$ cat src/rtl/uivtc_pkg.sv
// Shared types and constants for the uivtc video timing controller:
// FSM encoding, counter width and standard raster timing presets.
package uivtc_pkg;

  localparam int CNT_W   = 12;
  localparam int CNT_MAX = 4096;

  typedef enum logic [1:0] {
    ST_IDLE  = 2'b00,
    ST_RUN   = 2'b01,
    ST_DRAIN = 2'b10
  } vtc_state_t;

  // 640x480@60 (25.175 MHz)
  localparam int P480_H_ACTIVE  = 640;
  localparam int P480_H_FP      = 16;
  localparam int P480_H_SYNC    = 96;
  localparam int P480_H_BP      = 48;
  localparam int P480_V_ACTIVE  = 480;
  localparam int P480_V_FP      = 10;
  localparam int P480_V_SYNC    = 2;
  localparam int P480_V_BP      = 33;

  // 1280x720@60 (74.25 MHz)
  localparam int P720_H_ACTIVE  = 1280;
  localparam int P720_H_FP      = 110;
  localparam int P720_H_SYNC    = 40;
  localparam int P720_H_BP      = 220;
  localparam int P720_V_ACTIVE  = 720;
  localparam int P720_V_FP      = 5;
  localparam int P720_V_SYNC    = 5;
  localparam int P720_V_BP      = 20;

  // 1920x1080@60 (148.5 MHz)
  localparam int P1080_H_ACTIVE = 1920;
  localparam int P1080_H_FP     = 88;
  localparam int P1080_H_SYNC   = 44;
  localparam int P1080_H_BP     = 148;
  localparam int P1080_V_ACTIVE = 1080;
  localparam int P1080_V_FP     = 4;
  localparam int P1080_V_SYNC   = 5;
  localparam int P1080_V_BP     = 36;

  function automatic int axis_total(input int sync, input int bp, input int active, input int fp);
    return sync + bp + active + fp;
  endfunction

endpackage

$ cat src/rtl/uivtc_if.sv
// Timing bundle between the VTC (master) and its downstream consumers
// such as the pattern generator and display encoder (slave).
interface uivtc_if;
  import uivtc_pkg::*;

  logic             I_vtc_en;
  logic             O_vtc_vs;
  logic             O_vtc_hs;
  logic             O_vtc_de;
  logic [CNT_W-1:0] O_vtc_x;
  logic [CNT_W-1:0] O_vtc_y;
  logic             O_vtc_fs;
  logic             O_vtc_busy;

  modport master (
    input  I_vtc_en,
    output O_vtc_vs, O_vtc_hs, O_vtc_de, O_vtc_x, O_vtc_y, O_vtc_fs, O_vtc_busy
  );

  modport slave (
    output I_vtc_en,
    input  O_vtc_vs, O_vtc_hs, O_vtc_de, O_vtc_x, O_vtc_y, O_vtc_fs, O_vtc_busy
  );

endinterface

$ cat src/rtl/uivtc_axis.sv
// One raster axis: wrap counter with sync/back-porch/active/front-porch
// region decode. Used once for pixels within a line and once for lines.
module uivtc_axis
  import uivtc_pkg::*;
#(
  parameter int SYNC   = 40,
  parameter int BP     = 220,
  parameter int ACTIVE = 1280,
  parameter int FP     = 110
) (
  input  logic             clk,
  input  logic             rst,
  input  logic             run,
  input  logic             inc,
  output logic [CNT_W-1:0] cnt_p0,
  output logic [CNT_W-1:0] offset,
  output logic             last,
  output logic             in_sync,
  output logic             in_active
);

  localparam int TOTAL = axis_total(SYNC, BP, ACTIVE, FP);

  localparam logic [CNT_W-1:0] CNT_LAST  = CNT_W'(TOTAL - 1);
  localparam logic [CNT_W-1:0] SYNC_LAST = CNT_W'(SYNC - 1);
  localparam logic [CNT_W-1:0] ACT_FIRST = CNT_W'(SYNC + BP);
  localparam logic [CNT_W-1:0] ACT_LAST  = CNT_W'(SYNC + BP + ACTIVE - 1);

  generate
    if (TOTAL > CNT_MAX || SYNC < 1 || ACTIVE < 1) begin : g_bad_timing
      $error("uivtc_axis: timing does not fit a %0d-bit counter", CNT_W);
    end
  endgenerate

  assign last = (cnt_p0 == CNT_LAST);

  // Counter stage: held at zero whenever the controller is not running
  always_ff @(posedge clk or posedge rst) begin
    if (rst) begin
      cnt_p0 <= '0;
    end else if (!run) begin
      cnt_p0 <= '0;
    end else if (inc) begin
      cnt_p0 <= last ? '0 : cnt_p0 + 1'b1;
    end
  end

  always_comb begin
    in_sync   = (cnt_p0 <= SYNC_LAST);
    in_active = (cnt_p0 >= ACT_FIRST) && (cnt_p0 <= ACT_LAST);
    offset    = in_active ? (cnt_p0 - ACT_FIRST) : '0;
  end

endmodule

$ cat src/rtl/uivtc.sv
// Video timing controller: free-running raster counters producing
// registered VS/HS/DE, active coordinates and a frame-start pulse.
module uivtc
  import uivtc_pkg::*;
#(
  parameter int   H_ACTIVE = P720_H_ACTIVE,
  parameter int   H_FP     = P720_H_FP,
  parameter int   H_SYNC   = P720_H_SYNC,
  parameter int   H_BP     = P720_H_BP,
  parameter int   V_ACTIVE = P720_V_ACTIVE,
  parameter int   V_FP     = P720_V_FP,
  parameter int   V_SYNC   = P720_V_SYNC,
  parameter int   V_BP     = P720_V_BP,
  parameter logic HS_POL   = 1'b1,
  parameter logic VS_POL   = 1'b1
) (
  input logic      I_vtc_clk,
  input logic      I_vtc_rst,
  uivtc_if.master  vtc
);

  vtc_state_t       state_p0;
  vtc_state_t       state_nxt;
  logic             vld_p0;
  logic             frame_end;

  logic [CNT_W-1:0] h_cnt_p0;
  logic [CNT_W-1:0] v_cnt_p0;
  logic [CNT_W-1:0] h_off;
  logic [CNT_W-1:0] v_off;
  logic             h_last;
  logic             v_last;
  logic             h_sync;
  logic             v_sync;
  logic             h_act;
  logic             v_act;
  logic             de_now;

  logic             vs_p1;
  logic             hs_p1;
  logic             de_p1;
  logic [CNT_W-1:0] x_p1;
  logic [CNT_W-1:0] y_p1;
  logic             fs_p1;
  logic             busy_p1;

  assign vld_p0    = (state_p0 != ST_IDLE);
  assign frame_end = h_last && v_last;

  uivtc_axis #(
    .SYNC   (H_SYNC),
    .BP     (H_BP),
    .ACTIVE (H_ACTIVE),
    .FP     (H_FP)
  ) u_h_axis (
    .clk       (I_vtc_clk),
    .rst       (I_vtc_rst),
    .run       (vld_p0),
    .inc       (1'b1),
    .cnt_p0    (h_cnt_p0),
    .offset    (h_off),
    .last      (h_last),
    .in_sync   (h_sync),
    .in_active (h_act)
  );

  uivtc_axis #(
    .SYNC   (V_SYNC),
    .BP     (V_BP),
    .ACTIVE (V_ACTIVE),
    .FP     (V_FP)
  ) u_v_axis (
    .clk       (I_vtc_clk),
    .rst       (I_vtc_rst),
    .run       (vld_p0),
    .inc       (h_last),
    .cnt_p0    (v_cnt_p0),
    .offset    (v_off),
    .last      (v_last),
    .in_sync   (v_sync),
    .in_active (v_act)
  );

  always_ff @(posedge I_vtc_clk or posedge I_vtc_rst) begin
    if (I_vtc_rst) begin
      state_p0 <= ST_IDLE;
    end else begin
      state_p0 <= state_nxt;
    end
  end

  // Stopping is only honoured at frame end, so a dropped enable drains
  // the frame in progress and a re-raised one simply continues it.
  always_comb begin
    state_nxt = state_p0;
    unique case (state_p0)
      ST_IDLE: begin
        if (vtc.I_vtc_en) state_nxt = ST_RUN;
      end
      ST_RUN: begin
        if (!vtc.I_vtc_en) state_nxt = frame_end ? ST_IDLE : ST_DRAIN;
      end
      ST_DRAIN: begin
        if (vtc.I_vtc_en)   state_nxt = ST_RUN;
        else if (frame_end) state_nxt = ST_IDLE;
      end
      default: state_nxt = ST_IDLE;
    endcase
  end

  assign de_now = h_act && v_act;

  // Output stage: decode of the counter values one clock earlier
  always_ff @(posedge I_vtc_clk or posedge I_vtc_rst) begin
    if (I_vtc_rst) begin
      vs_p1   <= ~VS_POL;
      hs_p1   <= ~HS_POL;
      de_p1   <= 1'b0;
      x_p1    <= '0;
      y_p1    <= '0;
      fs_p1   <= 1'b0;
      busy_p1 <= 1'b0;
    end else begin
      busy_p1 <= (state_nxt != ST_IDLE);
      if (vld_p0) begin
        vs_p1 <= v_sync ? VS_POL : ~VS_POL;
        hs_p1 <= h_sync ? HS_POL : ~HS_POL;
        de_p1 <= de_now;
        x_p1  <= de_now ? h_off : '0;
        y_p1  <= de_now ? v_off : '0;
        fs_p1 <= (h_cnt_p0 == '0) && (v_cnt_p0 == '0);
      end else begin
        vs_p1 <= ~VS_POL;
        hs_p1 <= ~HS_POL;
        de_p1 <= 1'b0;
        x_p1  <= '0;
        y_p1  <= '0;
        fs_p1 <= 1'b0;
      end
    end
  end

  assign vtc.O_vtc_vs   = vs_p1;
  assign vtc.O_vtc_hs   = hs_p1;
  assign vtc.O_vtc_de   = de_p1;
  assign vtc.O_vtc_x    = x_p1;
  assign vtc.O_vtc_y    = y_p1;
  assign vtc.O_vtc_fs   = fs_p1;
  assign vtc.O_vtc_busy = busy_p1;

endmodule
$ cat src/flat_wrapper.sv
// flat-port wrapper written by rule: the top's interface ports become plain ports
module uivtc_flat import uivtc_pkg::*;
#(
  parameter int   H_ACTIVE = P720_H_ACTIVE,
  parameter int   H_FP     = P720_H_FP,
  parameter int   H_SYNC   = P720_H_SYNC,
  parameter int   H_BP     = P720_H_BP,
  parameter int   V_ACTIVE = P720_V_ACTIVE,
  parameter int   V_FP     = P720_V_FP,
  parameter int   V_SYNC   = P720_V_SYNC,
  parameter int   V_BP     = P720_V_BP,
  parameter logic HS_POL   = 1'b1,
  parameter logic VS_POL   = 1'b1
)
  (I_vtc_clk, I_vtc_rst, vtc_I_vtc_en, vtc_O_vtc_vs, vtc_O_vtc_hs, vtc_O_vtc_de, vtc_O_vtc_x, vtc_O_vtc_y, vtc_O_vtc_fs, vtc_O_vtc_busy);
  uivtc_if vtc_i ();
  input logic I_vtc_clk;
  input logic I_vtc_rst;
  input wire logic [$bits(vtc_i.I_vtc_en)-1:0] vtc_I_vtc_en;
  output wire logic [$bits(vtc_i.O_vtc_vs)-1:0] vtc_O_vtc_vs;
  output wire logic [$bits(vtc_i.O_vtc_hs)-1:0] vtc_O_vtc_hs;
  output wire logic [$bits(vtc_i.O_vtc_de)-1:0] vtc_O_vtc_de;
  output wire logic [$bits(vtc_i.O_vtc_x)-1:0] vtc_O_vtc_x;
  output wire logic [$bits(vtc_i.O_vtc_y)-1:0] vtc_O_vtc_y;
  output wire logic [$bits(vtc_i.O_vtc_fs)-1:0] vtc_O_vtc_fs;
  output wire logic [$bits(vtc_i.O_vtc_busy)-1:0] vtc_O_vtc_busy;
  assign vtc_i.I_vtc_en = vtc_I_vtc_en;
  assign vtc_O_vtc_vs = vtc_i.O_vtc_vs;
  assign vtc_O_vtc_hs = vtc_i.O_vtc_hs;
  assign vtc_O_vtc_de = vtc_i.O_vtc_de;
  assign vtc_O_vtc_x = vtc_i.O_vtc_x;
  assign vtc_O_vtc_y = vtc_i.O_vtc_y;
  assign vtc_O_vtc_fs = vtc_i.O_vtc_fs;
  assign vtc_O_vtc_busy = vtc_i.O_vtc_busy;
  uivtc #(.H_ACTIVE(H_ACTIVE), .H_FP(H_FP), .H_SYNC(H_SYNC), .H_BP(H_BP), .V_ACTIVE(V_ACTIVE), .V_FP(V_FP), .V_SYNC(V_SYNC), .V_BP(V_BP), .HS_POL(HS_POL), .VS_POL(VS_POL)) u_core (.I_vtc_clk(I_vtc_clk), .I_vtc_rst(I_vtc_rst), .vtc(vtc_i));
endmodule
$ cat config.mk
export PLATFORM = sky130hd
export DESIGN_NAME = uivtc_flat
export DESIGN_NICKNAME = d
export VERILOG_FILES = /design/src/rtl/uivtc_pkg.sv /design/src/rtl/uivtc_if.sv /design/src/rtl/uivtc_axis.sv /design/src/rtl/uivtc.sv /design/src/flat_wrapper.sv
export SDC_FILE = /design/constraint.sdc
export NUM_CORES = 1
export LEC_CHECK = 0
export BUFFER_PORTS_ARGS = -buffer_cell sky130_fd_sc_hd__buf_2
export CAP_MARGIN = 20
export CORE_AREA = 2 2 78 99
export CTS_BUF_LIST = sky130_fd_sc_hd__clkbuf_8
export CTS_CLUSTER_SIZE = 40
export DETAILED_ROUTE_END_ITERATION = 16
export DIE_AREA = 0 0 80 101
export PLACE_DENSITY_LB_ADDON = 0.05
export SYNTH_ARGS = -nofsm -noshare
export SYNTH_HDL_FRONTEND = slang
export SYNTH_SLANG_ARGS = --single-unit
$ cat constraint.sdc
create_clock -name I_vtc_clk -period 2.15 [get_ports I_vtc_clk]
set_input_delay 0.1075 -clock I_vtc_clk [delete_from_list [all_inputs] [get_ports I_vtc_clk]]
set_output_delay 0.1075 -clock I_vtc_clk [all_outputs]
set_load 0.01 [all_outputs]
# ---- After elaboration in Yosys (flattened, before gate mapping)
# Cells that the tools add are included.
dict set report totals {
  inputBits 3
  register_bits 55
}
dict set report op_classes {
  addsub 4
  mux 23
  reduce_logical 10
  n_lt_le_gt_ge 6
  eq_ne 5
}
# operator count
set op_table {}
lappend op_table {{two-way mux 12 bit} 11}
lappend op_table {{adder 12 x 1 -> 12 bit (second input constant)} 2}
lappend op_table {{logical NOT 12 bit} 2}
lappend op_table {{== test 12 x 10 -> 1 bit (second input constant)} 1}
lappend op_table {{== test 12 x 11 -> 1 bit (second input constant)} 1}
lappend op_table {{greater-or-equal comparator 12 x 5 -> 1 bit (second input constant)} 1}
lappend op_table {{greater-or-equal comparator 12 x 9 -> 1 bit (second input constant)} 1}
lappend op_table {{less-or-equal comparator 12 x 10 -> 1 bit (second input constant)} 1}
lappend op_table {{less-or-equal comparator 12 x 11 -> 1 bit (second input constant)} 1}
lappend op_table {{less-or-equal comparator 12 x 3 -> 1 bit (second input constant)} 1}
lappend op_table {{less-or-equal comparator 12 x 6 -> 1 bit (second input constant)} 1}
lappend op_table {{subtractor 12 x 5 -> 12 bit (second input constant)} 1}
lappend op_table {{subtractor 12 x 9 -> 12 bit (second input constant)} 1}
lappend op_table {{two-way mux 2 bit} 5}
lappend op_table {{two-way mux 1 bit} 6}
lappend op_table {{one-hot mux 2 bit (3 select lines)} 1}
lappend op_table {{logical AND 1 bit} 5}
lappend op_table {{nonzero test 2 bit} 2}
lappend op_table {{== test 2 x 1 -> 1 bit (second input constant)} 1}
lappend op_table {{== test 2 bit (second input constant)} 1}
lappend op_table {{logical NOT 2 bit} 1}
lappend op_table {{inequality test 2 x 1 -> 1 bit (second input constant)} 1}

# ---- Longest topological paths before layout
dict set report depth {
  depth_word 6
  ltp_mapped 9
}

# ---- By module
# From an unflattened synthesis, not the netlist that was laid out.
dict set report unflattened {
  cells_unflattened 333
  area_unflattened_um2 3236.9
}
# module cells_each n_inst area_each_um2
set modules_own_cells {}
lappend modules_own_cells {uivtc 78 1 1136.1}
lappend modules_own_cells {{uivtc_axis at u_core.u_v_axis} 126 1 1079.8}
lappend modules_own_cells {{uivtc_axis at u_core.u_h_axis} 129 1 1021.0}

# ---- Worst setup path before layout
# Ideal clock, no wire load.
dict set report synth_timing {
  path_kind {register -> register}
  startpoint {reg u_core.u_h_axis.cnt_p0[2]}
  endpoint {reg u_core.u_v_axis.cnt_p0[9]}
  stages_incl_launch_ff 8
  required_time_ns 2.074
  setup_slack_ns 0.210
  n_path_buf 0
  arrival_time_ns 1.864
  period_less_slack_ns 1.940
  path_cell_list {dfrtp_1 inv_1 ha_1 nand4b_1 o41ai_4 nand3_1 or3_1 o21ai_1}
}
dict set report synth_via {
  elab_chain_cells 2
}
# item line
set synth_rtl {}
lappend synth_rtl {{from (decl)} uivtc_axis.sv:15} ;# output logic [CNT_W-1:0] cnt_p0,
lappend synth_rtl {{from (signal assigned)} uivtc_axis.sv:44} ;# cnt_p0 <= last ? '0 : cnt_p0 + 1'b1;
lappend synth_rtl {{== test 12 x 11 -> 1 bit} uivtc_axis.sv:35} ;# assign last = (cnt_p0 == CNT_LAST);
lappend synth_rtl {{inequality test 2 x 1 -> 1 bit (no line)} n/a}
lappend synth_rtl {{to (signal assigned)} uivtc_axis.sv:44}
lappend synth_rtl {{to (decl)} uivtc_axis.sv:15}
# Every way passes these cells.
# A chain may end at the register's enable or synchronous reset.

# ---- Worst setup path in the final report
dict set report layout_timing {
  startpoint {reg u_core.u_h_axis.cnt_p0[2]}
  endpoint {reg u_core.u_v_axis.cnt_p0[3]}
}
# Same word-level chain as after synthesis.

==> results.yml <==
status:
  outcome: "finished with violations"
  violations: "negative hold slack"
synthesis:
  avgSynthCellArea_um2: 9.55
  muxShareOfSynthArea: 0
  synth_cell_types: 41
  yosysWarnings: 0
  synth_top_area_cell: "dfrtp_1"
  yosys-top-cells-area: "dfrtp_1 (49%), nor2_1 (6.7%), xnor2_1 (6.0%)"
  ys_seq_area_frac: 0.494
  synthArstFlopShare: 1.00
  yosysMostFrequentCell: "dfrtp_1"
  ys.flop_type: "dfrtp_1"
  syn_nets: 306
  synth_edf_count: 0
  synth_top_family_by_area: "simple AND/OR/NAND/NOR gates"
  synth_area_um2: 2790
  synth_compound_area_frac: 0.109
  yosysTopAreaCellShare: 0.494
  synth_commonest_cells: "dfrtp_1 (55), nor2_1 (50), xnor2_1 (19), nand3_1 (18), inv_1 (15)"
  synth.ff_latch_count: 55
  synth_xor_area_frac: 0.0785
  synth_adder_area_share: 0.0494
  syn_inst: 292
  synth-simple-area-share: 0.215
critical_path:
  crit_buf_inv: 2
  required_ps: 2340
  end_kind: "flop"
  path_delay_family: "compound AO/OA/AOI/OAI gates"
  worstPathArrival_ps: 2190
  critPathMaxStageDelay_ps: 460
  crit_chain: "inv_1 > ha_4 > nand4b_1 > o41ai_4 > buf_6 > nor2_1 > a31oi_1 > o31ai_1"
  slowest_stage: "o41ai_4"
  critical_path_class: "reg -> reg"
  critPathLaunchType: "flop"
  cp_max_fo: 11
floorplanning:
  initial_core_util: 0.388
  die_area_um2: 8080
  die_h_um: 101
  ios: 32
  rows: 35
  dieWidth_um: 80
  core-area_um2: 7180
sta:
  fmax_mhz: 500
  final.setup.tns_ps: 0
  grt_setup_unrepaired: "false"
  finalCritPeriodShare: 0.931
  finalSetupViolations: 0
  max_slew_margin: 0.537
  fin_crit_ps: 2000
  slew_violations: 0
  whs_ps: -23.0
  hold_violations: 46
  tightest_slew_ps: 695
  clock_skew_ps: 9.44
global_route:
  grt_max_degree: 56
  antenna_found_initial: 0
  grt_pass1_wl_um: 11400
  track_usage: 0.184
  first_global_vias: 2288
  grt_overflow_total: 0
clock_network:
  insertion_delay_ps: 310
  cts_buffer_depth: 2
  clock-sinks: 55
  cts-root-buf: "clkbuf_8"
  cts-htree-levels: 2
  clk_pin_slew_ps: 100
  cts_made_buffers: 5
  cts_tree: "done"
layout:
  n_antenna_cell: 0
  flow.area_growth_from_synthesis_pct: 17.6
  nFillCells: 727
  multi_input_area_um2: 1290
  drive_gt1_frac: 0.211
  seq_area_um2: 1380
  utilization: 0.457
  final_nets: 350
flow_run:
  max_cap_viol_count: 0
route:
  finalWirelength_um: 6670
  drt-initial-drc-count: 79
  drc: 0
  drt-pass1-iter-count: 4
  dr_total_vias: 2179
  ant_nets: 0
  wire_per_inst_um: 15.6
  vias_per_cell: 5.08
placed_design:
  place.port_buffers: 31
  gp_congestion: 0.787
  dp_hpwl_um: 4920
power_and_ir_drop:
  ir_worst_vdd_v: 0.000254
  netSwitchingPower_uw: 626
  power_density_nw_per_um2: 651
  p_clk_frac: 0.285
  power.internal_uw: 1510
  comb_power_share: 0.201
  finalPower_uw: 2130
  seqPwrFrac: 0.514
  sw_frac_of_total: 0.293
  p_leak_uw: 0.00164
min_path:
  hold_path_class: "in -> async"
final timing paths:
path | startpoint | end | slack, ps | depth (start not counted)
worst max-delay path | u_core.u_h_axis.cnt_p0[2] | u_core.u_v_axis.cnt_p0[3] | 150 | 8
worst min register to register | u_core.state_p0[1] | u_core.state_p0[1] | 530 | 1
max in group asynchronous | I_vtc_rst | u_core.vtc.O_vtc_y[2] | 1700 | 3
min in group I_vtc_clk | vtc_I_vtc_en | u_core.state_p0[1] | 500 | 3
worst max register to register | u_core.u_h_axis.cnt_p0[2] | u_core.u_v_axis.cnt_p0[3] | 150 | 8
worst min-delay path | I_vtc_rst | u_core.vtc.O_vtc_y[0] | -20 | 3
worst register-to-register path, cell delays in order (launching register included):
cell      delay, ps
dfrtp_1         390
inv_1           120
ha_4            160
nand4b_1        220
o41ai_4         460
buf_6           200
nor2_1           50
a31oi_1         180
o31ai_1         100
cells by family after synthesis:
| family | Yosys count |
|---|---|
| compound gates | 46 |
| buf+inv | 34 |
| xor+xnor | 25 |
| flops | 55 |
| fa+ha+maj | 11 |
| simple gates | 121 |
power groups by stage:
stage	registers [µW]	logic (µW)	clock network [µW]
after global placement	1110	409	0
after global routing	1100	490	666
after floorplan	1130	250	0
after CTS	1100	413	638
after detailed placement	1120	412	0
final	1100	429	609
placed cells by master (no fill, tap or decap), types with 3 or more instances in the layout:
cell and n:
buf_4 23, xnor2_1 19, inv_1 14, xor2_1 6
ha_1 10, nand3_1 18, o21ai_0 6, buf_2 31
o31ai_1 3, a21o_1 4, nand2_1 14, o21ai_1 3
a31oi_1 10, a21oi_1 14, nand2b_1 4, nor3_1 8
or3_1 5, clkbuf_8 6, nor2_1 50, and3_1 4
dfrtp_1 55
per-stage QoR:
stage / hold slack, ps / std cells / worst slack (ps) / cell area [µm²]
CTS: 12.8 / 428 / 57.8 / 3240
global route: 40.8 / 429 / 8.32 / 3280
finish: -23.0 / 429 / 148 / 3280
detailed placement: 294 / 419 / 88.8 / 3130
floorplan: 174 / 292 / 210 / 2790
global placement: 291 / 419 / 73.7 / 3130
routing by layer:
layer	track usage	wire, µm	vias up	part of all wire
met4	0.0613	143	0	0.021
li1	-	-	1069	-
met1	0.219	2830	1069	0.42
met3	0.0269	119	11	0.018
met2	0.334	3580	30	0.54
met5	0	0	-	0
what timing repair did:
| item | CTS | global route |
|---|---|---|
| setup endpoints to repair | 0 | 7 |
| buffers inserted | 0 | 1 |
| gates resized for setup | 0 | 6 |
| hold buffers | 1 | 0 |
| hold endpoints to repair | 1 | 0 |
layout make-up:
| class | instances | area share |
|---|---|---|
| Inverter | 15 | 0.0172 |
| Tap cell | 92 | 0.0351 |
| Clock buffer | 6 | 0.0252 |
| Multi-Input combinational cell | 203 | 0.393 |
| Clock inverter | 2 | 0.00382 |
| Timing Repair Buffer | 56 | 0.106 |
| Sequential cell | 55 | 0.420 |
registers in the layout, summed over array words and instances (netlist names), 2 cells and up:
signal / count
u_core.u_h_axis.cnt_p0: 12
u_core.u_v_axis.cnt_p0: 12
u_core.state_p0: 2
u_core.vtc.O_vtc_x: 12
u_core.vtc.O_vtc_y: 12
No activity file was read; power rests on OpenSTA's default activity.
